--- config.mk ---
export PLATFORM = sky130hd
export DESIGN_NAME = serial_subtractor
export DESIGN_NICKNAME = d
export VERILOG_FILES = /design/src/rtl/serial_subtractor.sv
export SDC_FILE = /design/constraint.sdc
export NUM_CORES = 1
export LEC_CHECK = 0
export ABC_AREA = 0
export BUFFER_PORTS_ARGS = -buffer_cell sky130_fd_sc_hd__buf_2
export CAP_MARGIN = 20
export CORE_ASPECT_RATIO = 0.9
export CORE_MARGIN = 2
export CORE_UTILIZATION = 45
export CTS_CLUSTER_DIAMETER = 40
export DETAILED_ROUTE_END_ITERATION = 10
export GPL_TIMING_DRIVEN = 0
export PLACE_DENSITY = 0.67
export SLEW_MARGIN = 20
export SYNTH_ARGS = -nofsm -noshare
export SYNTH_HDL_FRONTEND = slang
export SYNTH_SLANG_ARGS = --single-unit
--- constraint.sdc ---
create_clock -name clk -period 1.89 [get_ports clk]
set_input_delay 0.0945 -clock clk [delete_from_list [all_inputs] [get_ports clk]]
set_output_delay 0.0945 -clock clk [all_outputs]
set_load 0.1 [all_outputs]
--- src/rtl/serial_subtractor.sv ---
// Bit-serial unsigned subtractor: one full-subtractor cell plus a borrow flop, LSB first.
// Define SERSUB_OVF_EN to add the registered two's-complement overflow output ovf.
module serial_subtractor #(
   parameter int WIDTH = 8
) (
   input  logic             clk,
   input  logic             rst_n,
   input  logic             in_valid,
   output logic             in_ready,
   input  logic [WIDTH-1:0] a,
   input  logic [WIDTH-1:0] b,
   output logic             out_valid,
   input  logic             out_ready,
   output logic [WIDTH-1:0] diff,
   output logic             borrow
`ifdef SERSUB_OVF_EN
   ,
   output logic             ovf
`endif
);

   localparam int CW = (WIDTH > 1) ? $clog2(WIDTH) : 1;

   typedef enum logic [1:0] {
      S_IDLE,
      S_SHIFT,
      S_DONE
   } state_t;

   state_t           state_q, state_d;
   logic [WIDTH-1:0] a_q, a_d, b_q, b_d;
   logic [WIDTH-1:0] res_q, res_d;
   logic [WIDTH-1:0] diff_q, diff_d;
   logic [CW-1:0]    cnt_q, cnt_d;
   logic             br_q, br_d;
   logic             borrow_q, borrow_d;

   logic             a_bit, b_bit, d_bit, br_nxt, last_bit;
   logic [WIDTH:0]   res_cat;
   logic [WIDTH-1:0] res_nxt;

`ifdef SERSUB_OVF_EN
   logic amsb_q, amsb_d, bmsb_q, bmsb_d, ovf_q, ovf_d;
`endif

   assign a_bit    = a_q[0];
   assign b_bit    = b_q[0];
   assign d_bit    = a_bit ^ b_bit ^ br_q;
   assign br_nxt   = (~a_bit & b_bit) | (~(a_bit ^ b_bit) & br_q);
   assign last_bit = (cnt_q == CW'(WIDTH - 1));
   // New bit enters at the MSB; concatenating first keeps this legal for WIDTH=1.
   assign res_cat  = {d_bit, res_q};
   assign res_nxt  = res_cat[WIDTH:1];

   always_ff @(posedge clk or negedge rst_n) begin
      if (!rst_n) state_q <= S_IDLE;
      else        state_q <= state_d;
   end

   always_comb begin
      state_d   = state_q;
      a_d       = a_q;
      b_d       = b_q;
      res_d     = res_q;
      cnt_d     = cnt_q;
      br_d      = br_q;
      diff_d    = diff_q;
      borrow_d  = borrow_q;
`ifdef SERSUB_OVF_EN
      amsb_d    = amsb_q;
      bmsb_d    = bmsb_q;
      ovf_d     = ovf_q;
`endif
      in_ready  = 1'b0;
      out_valid = 1'b0;
      unique case (state_q)
         S_IDLE: begin
            in_ready = 1'b1;
            if (in_valid) begin
               a_d     = a;
               b_d     = b;
               res_d   = '0;
               cnt_d   = '0;
               br_d    = 1'b0;
`ifdef SERSUB_OVF_EN
               amsb_d  = a[WIDTH-1];
               bmsb_d  = b[WIDTH-1];
`endif
               state_d = S_SHIFT;
            end
         end
         S_SHIFT: begin
            a_d   = a_q >> 1;
            b_d   = b_q >> 1;
            res_d = res_nxt;
            br_d  = br_nxt;
            cnt_d = cnt_q + CW'(1);
            if (last_bit) begin
               diff_d   = res_nxt;
               borrow_d = br_nxt;
`ifdef SERSUB_OVF_EN
               ovf_d    = (amsb_q != bmsb_q) && (d_bit != amsb_q);
`endif
               state_d  = S_DONE;
            end
         end
         S_DONE: begin
            out_valid = 1'b1;
            if (out_ready) state_d = S_IDLE;
         end
         default: state_d = S_IDLE;
      endcase
   end

   always_ff @(posedge clk or negedge rst_n) begin
      if (!rst_n) begin
         a_q      <= '0;
         b_q      <= '0;
         res_q    <= '0;
         cnt_q    <= '0;
         br_q     <= 1'b0;
         diff_q   <= '0;
         borrow_q <= 1'b0;
`ifdef SERSUB_OVF_EN
         amsb_q   <= 1'b0;
         bmsb_q   <= 1'b0;
         ovf_q    <= 1'b0;
`endif
      end else begin
         a_q      <= a_d;
         b_q      <= b_d;
         res_q    <= res_d;
         cnt_q    <= cnt_d;
         br_q     <= br_d;
         diff_q   <= diff_d;
         borrow_q <= borrow_d;
`ifdef SERSUB_OVF_EN
         amsb_q   <= amsb_d;
         bmsb_q   <= bmsb_d;
         ovf_q    <= ovf_d;
`endif
      end
   end

   assign diff   = diff_q;
   assign borrow = borrow_q;
`ifdef SERSUB_OVF_EN
   assign ovf    = ovf_q;
`endif

endmodule

==> results of run 1 <==
## cell usage after synthesis
cell      instances  area [sq um]
a211oi_1         14           105
a21oi_1           1          5.00
a22o_1           10          87.6
a32o_1            2          20.0
buf_2             5          25.0
buf_4             3          22.5
buf_6             2          22.5
clkbuf_1          1          3.75
clkbuf_2          1          5.00
dfrtp_1          38           951
fa_1              1          20.0
ha_1              2          25.0
inv_1            17          63.8
mux2_2            1          11.3
mux2_4            9           135
nand2b_1          3          18.8
nand3b_1          1          7.51
nor2_1            1          3.75
nor2b_1           1          6.26
nor3b_1          14           105
nor4b_1          14           123
o21ai_1           1          5.00
o21bai_4          1          18.8
## logic make-up after synthesis
| group | count (synthesis) |
|---|---|
| and+or+nand+nor | 34 |
| buffers and inverters | 29 |
| AOI/OAI and AO/OA | 29 |
| DFF | 38 |
| adders and majority gates | 3 |
| muxes | 10 |
## metrics by stage
| stage | utilization | area (sq um) |
|---|---|---|
| after floorplan | - | 1790 |
| after global placement | 0.532 | 2000 |
| after detailed placement | 0.532 | 2000 |
| after CTS | 0.563 | 2120 |
| after global routing | 0.563 | 2120 |
| final | 0.563 | 2120 |
## timing repair
item / 4_1_cts / 5_1_grt
hold buffers: 2 / 0
hold endpoints to repair: 39 / 0
buffers inserted: 0 / 0
## registers in the layout (all words and copies together), names as in the netlist
register,flops
a_q,8
cnt_q,3
state_q,2
res_q,7
b_q,8
borrow,1
diff,8
br_q,1
## power breakdown
part | internal (mW) | total, mW | switching, mW | leakage [nW]
combinational | 0.689 | 1.98 | 1.29 | 0.527
clock | 0.293 | 0.584 | 0.291 | 0.0472
sequential | 1.17 | 1.39 | 0.216 | 0.472
total | 2.16 | 3.95 | 1.80 | 1.05
## layout make-up
| class | instances | area (sq um) | area share |
|---|---|---|---|
| Buffer | 12 | 78.8 | 0.0373 |
| Clock buffer | 6 | 82.6 | 0.0390 |
| Clock inverter | 2 | 12.5 | 0.00591 |
| Inverter | 17 | 63.8 | 0.0302 |
| Multi-Input combinational cell | 76 | 699 | 0.331 |
| Sequential cell | 38 | 951 | 0.449 |
| Tap cell | 46 | 57.6 | 0.0272 |
| Timing Repair Buffer | 32 | 170 | 0.0804 |
## placed cells by master, fill, tap and decap left out, types with 2 or more instances in the layout
cell,synthesis,final
nand2b_1,3,3
a22o_1,10,10
a211oi_1,14,14
nor3b_1,14,14
dfrtp_1,38,38
buf_6,2,2
mux2_4,9,9
nor4b_1,14,14
a32o_1,2,2
buf_2,5,35
ha_1,2,2
clkbuf_8,0,6
inv_1,17,17
dlygate4sd3_1,0,2
buf_4,3,3
## worst max path at each step
stage	startpoint	to	slack, ns	cells after the start
finish	state_q[0]$_DFFE_PN0P_	out_valid	0.14	5
global route	state_q[0]$_DFFE_PN0P_	out_valid	0.06	5
CTS	state_q[0]$_DFFE_PN0P_	out_valid	0.12	5
detailed placement	cnt_q[0]$_DFFE_PN0P_	diff[0]$_DFFE_PN0P_	0.41	5
global placement	cnt_q[0]$_DFFE_PN0P_	diff[0]$_DFFE_PN0P_	0.43	5
floorplan	state_q[1]$_DFFE_PN0P_	a_q[7]$_DFFE_PN0P_	0.13	3
## metal layers
| layer | vias to the layer above | part of all wire | track usage |
|---|---|---|---|
| li1 | 593 | - | - |
| met1 | 640 | 0.49 | 0.260 |
| met2 | 21 | 0.45 | 0.262 |
| met3 | 8 | 0.041 | 0.0615 |
| met4 | 0 | 0.021 | 0.0865 |
| met5 | - | 0 | 0 |
==> run_results.csv, run 1 <==
group,metric,value,unit
power,peakVddDrop,0.533,mV
power,power_density,1870,nW/um^2
worst_hold_path,hold_end,"b_q[7]$_DFFE_PN0P_",
cts,cts.htree.levels,2,
outcome,outcome,"complete, no violations",
layout,synthToLayoutAreaGrowth,18.2,%
critical_path,cp.arrival,1.66,ns
synthesis,ys_ff_latch,38,
global_routing,antenna_found_initial,0,
sta,setup_violations,0,
global_routing,grt_pass1_wl,6360,um
route,antenna_left,0,
placement,place_congestion,0.793,
placement,place_inst,219,
placement,dp_slack,0.406,ns
sta,rsz0062_at_grt,"false",
critical_path,cp-end-kind,"output pin",
job,drv_cap,0,
layout,final_cells,229,
worst_hold_path,hp-class,"in2reg",
sta,finalHoldViolCount,0,
layout,n_antenna_cell,0,
layout,drive_gt1_frac,0.333,
sta,max_freq,571,MHz
critical_path,reg2reg_to,"diff[0]$_DFFE_PN0P_",
synthesis,postSynthCellCount,143,
critical_path,path_delay_family,"buffers and inverters",
route,vias,1262,
synthesis,synthXorXnorAreaFrac,0,
sta,post-route-period-util,0.927,
global_routing,grt_pass1_vias,1293,
critical_path,reg2reg_slack,0.40,ns
die,fp.dieH,63.8,um
cts,cts_resized,0,
sta,period_needed,1.75,ns
synthesis,synth_simple_gate_area_frac,0.147,
critical_path,r2r_cells,5,
critical_path,critical_path_buf_inv_count,4,
cts,tritoncts,"built",
synthesis,synth_compound_area_frac,0.135,
power,p_total,3.95,mW
cts,clock_path_buffers,2,
route,wire_per_inst,16.0,um
route,drc_errors,0,
placement,dp_hpwl,2460,um
cts,cts-root-buf,"clkbuf_8",
die,rows,21,
cts,cts_made_buffers,5,
cts,insertion_delay,0.29,ns
sta,worst_slack,0.138,ns
synthesis,synthAdderAreaFrac,0.0252,
synthesis,synthMuxAreaShare,0.0818,
worst_hold_path,worstHoldPathCells,2,
critical_path,path_class,"reg2out",
critical_path,cp_common_cell,"buf_2",
global_routing,overflow,0,
placement,io_buffer_count,30,
sta,finClkSkew,0.00790,ns
global_routing,grt_max_degree,39,
global_routing,track_usage,0.186,
layout,fillers,321,
synthesis,synth_top_family_by_area,"simple AND/OR/NAND/NOR gates",
critical_path,worstSetupStartpointType,"flop",
sta,tns,0,ns
synthesis,synth_seq_area_share,0.531,
sta,slew-limit-headroom,0.440,
route,dr.pass1.iters,4,
synthesis,syn_area,1790,sq um
critical_path,critical_path.cell_chain,"buf_4 > buf_2 > nand2b_1 > inv_1 > buf_2",
critical_path,required,1.80,ns
die,dieArea,4500,sq um
die,initial_core_util,0.477,
sta,report.final.slew_viol_count,0,
synthesis,ys_types,23,
route,drtIter0Drc,144,
cts,clkTransAtPathRegs,0.08,ns
die,die_w,70.5,um
die,top_level_ports,31,
sta,worstMarginPinSlew,0.840,ns
worst_hold_path,hp-start,"b[7]",
critical_path,cp_max_fo,10,
critical_path,slowest_delay,0.41,ns
critical_path,cp_slowest_cell,"buf_2",
critical_path,worstReg2RegStart,"cnt_q[0]$_DFFE_PN0P_",
cts,clock_sinks,38,
layout,nets,205,
die,core-area,3760,sq um
synthesis,yosys_warnings,0,
synthesis,synthesis.nets,166,
route,viasPerCell,5.51,
synthesis,syn_area_per_cell,12.5,sq um
sta,hold_slack,0.0477,ns
route,routed_wl,3670,um
power,leakagePower,1.05,nW
(Power assumes the default switching activity.)
==> run 2: changes to the inputs <==
- CTS_BUF_LIST: unset -> sky130_fd_sc_hd__clkbuf_4
==> run 2 against run 1 <==
Net effect: design area is 0.89% lower; count of clock-buffer cells in the layout is 1 lower; clock skew is 0.0097 ns higher; critical path type unchanged.
==> run_results.csv, run 2 (synthesis results as in run 1) <==
group,metric,value,unit
outcome,outcome,"complete, no violations",
layout,n_antenna_cell,0,
sta,report.final.slew_viol_count,0,
critical_path,path_class,"reg2out",
die,rows,21,
cts,cts.htree.levels,2,
critical_path,cp.arrival,1.64,ns
cts,cts-root-buf,"clkbuf_4",
global_routing,overflow,0,
layout,final_common_cell,"dfrtp_1",
die,dieArea,4500,sq um
placement,post_dp_cell_area,2000,sq um
job,drv_cap,0,
global_routing,grt_pass1_wl,6290,um
sta,post-route-period-util,0.917,
critical_path,critical_path.cell_chain,"buf_4 > buf_2 > nand2b_1 > inv_1 > clkbuf_4",
critical_path,cp-startpoint,"state_q[0]$_DFFE_PN0P_",
sta,max_freq,577,MHz
die,core-area,3760,sq um
route,viasPerCell,5.48,
cts,cts_made_buffers,5,
route,dr.pass1.iters,4,
sta,period_needed,1.73,ns
power,p_total,3.78,mW
die,top_level_ports,31,
critical_path,cp_max_fo,10,
route,routed_wl,3640,um
power,peakVddDrop,0.615,mV
power,power_density,1800,nW/um^2
critical_path,critical_path_buf_inv_count,4,
critical_path,reg2reg_slack,0.40,ns
global_routing,antenna_found_initial,0,
critical_path,crit_cells,5,
critical_path,worstReg2RegStart,"cnt_q[0]$_DFFE_PN0P_",
critical_path,reg2reg_to,"diff[0]$_DFFE_PN0P_",
route,drtIter0Drc,146,
die,fp.dieH,63.8,um
cts,tritoncts,"built",
sta,tns,0,ns
cts,clkTransAtPathRegs,0.12,ns
layout,final_core_util,0.558,
cts,clock_path_buffers,2,
cts,clock_sinks,38,
die,initial_core_util,0.477,
critical_path,cp-endpoint,"out_valid",
placement,place_congestion,0.793,
critical_path,cp_slowest_cell,"dfrtp_1",
route,vias,1266,
placement,io_buffer_count,30,
critical_path,r2r_cells,5,
power,leakagePower,1.04,nW
worst_hold_path,hp-class,"in2reg",
critical_path,cp-end-kind,"output pin",
route,wire_per_inst,15.8,um
layout,final_cell_area,2100,sq um
global_routing,track_usage,0.182,
worst_hold_path,hp-start,"a[2]",
cts,insertion_delay,0.35,ns
sta,finClkSkew,0.0176,ns
route,antenna_left,0,
sta,finalHoldViolCount,0,
layout,drive_gt1_frac,0.324,
sta,worstMarginPinSlew,0.848,ns
route,drc_errors,0,
cts,post-cts-setup-buffers,0,
layout,mostFrequentLayoutCells,"dfrtp_1 (38), buf_2 (34), inv_1 (17)",
layout,nets,207,
placement,dp_slack,0.406,ns
sta,rsz0062_at_grt,"false",
critical_path,path_delay_family,"buffers and inverters",
critical_path,slowest_delay,0.38,ns
sta,worst_slack,0.157,ns
layout,synthToLayoutAreaGrowth,17.1,%
placement,dp_hpwl,2460,um
die,die_w,70.5,um
global_routing,grt_max_degree,39,
global_routing,grt_pass1_vias,1296,
sta,slew-limit-headroom,0.435,
critical_path,worstSetupStartpointType,"flop",
sta,setup_violations,0,
critical_path,required,1.80,ns
==> run 2: cell count changes in the layout (fill, tap and decap cells not counted), sizes merged <==
cell         previous run  this run
clkinv                  1         2
buf                    40        39
dlygate4sd3             2         4
==> run 2: metrics by stage <==
step                      hold WS (ns)  cells
after detailed placement         0.245    219
after global placement           0.228    219
after global routing            0.0912    231
after floorplan                 -0.201    143
final                           0.0924    231
after CTS                       0.0884    231
==> run 2: per-layer routing <==
metal / vias to the layer above / wire length (um) / track usage
li1: 598 / - / -
met1: 631 / 1770 / 0.256
met2: 30 / 1650 / 0.262
met3: 7 / 165 / 0.0568
met4: 0 / 56 / 0.0721
met5: - / 0 / 0
==> run 2: cell type report <==
class,count,area (sq um)
plain buffers,12,78.8
well taps,46,57.6
fillers,327,1660
flip-flops and latches,38,951
clock inverters,3,16.3
clock buffers,5,37.5
inverters,17,63.8
repair buffers,34,193
multi-input cells,76,699
==> run 2: worst min path at each step <==
stage,to,slack (ns),depth (start not counted)
finish,a_q[2]$_DFFE_PN0P_,0.09,3
global route,a_q[3]$_DFFE_PN0P_,0.09,3
CTS,a_q[0]$_DFFE_PN0P_,0.09,3
detailed placement,a_q[6]$_DFFE_PN0P_,0.24,1
global placement,a_q[6]$_DFFE_PN0P_,0.23,1
floorplan,a_q[0]$_DFFE_PN0P_,-0.20,0
==> run 2: what timing repair did <==
item	in CTS	in global routing
resized for setup	0	1
hold buffers	4	0
setup endpoints to repair	0	1
endpoints found under the hold margin	41	0
==> run 2: worst reg2reg max path, stage by stage (launching register included) <==
cell	delay (ns)
dfrtp_1	0.41
ha_1	0.20
ha_1	0.18
nand3b_1	0.10
buf_6	0.18
mux2_4	0.32
==> run 2: where the power goes <==
group | switching (mW) | total [mW] | internal, mW
Clock | 0.271 | 0.410 | 0.138
Combinational | 1.29 | 1.98 | 0.692
Sequential | 0.217 | 1.39 | 1.17
Total | 1.78 | 3.78 | 2.00
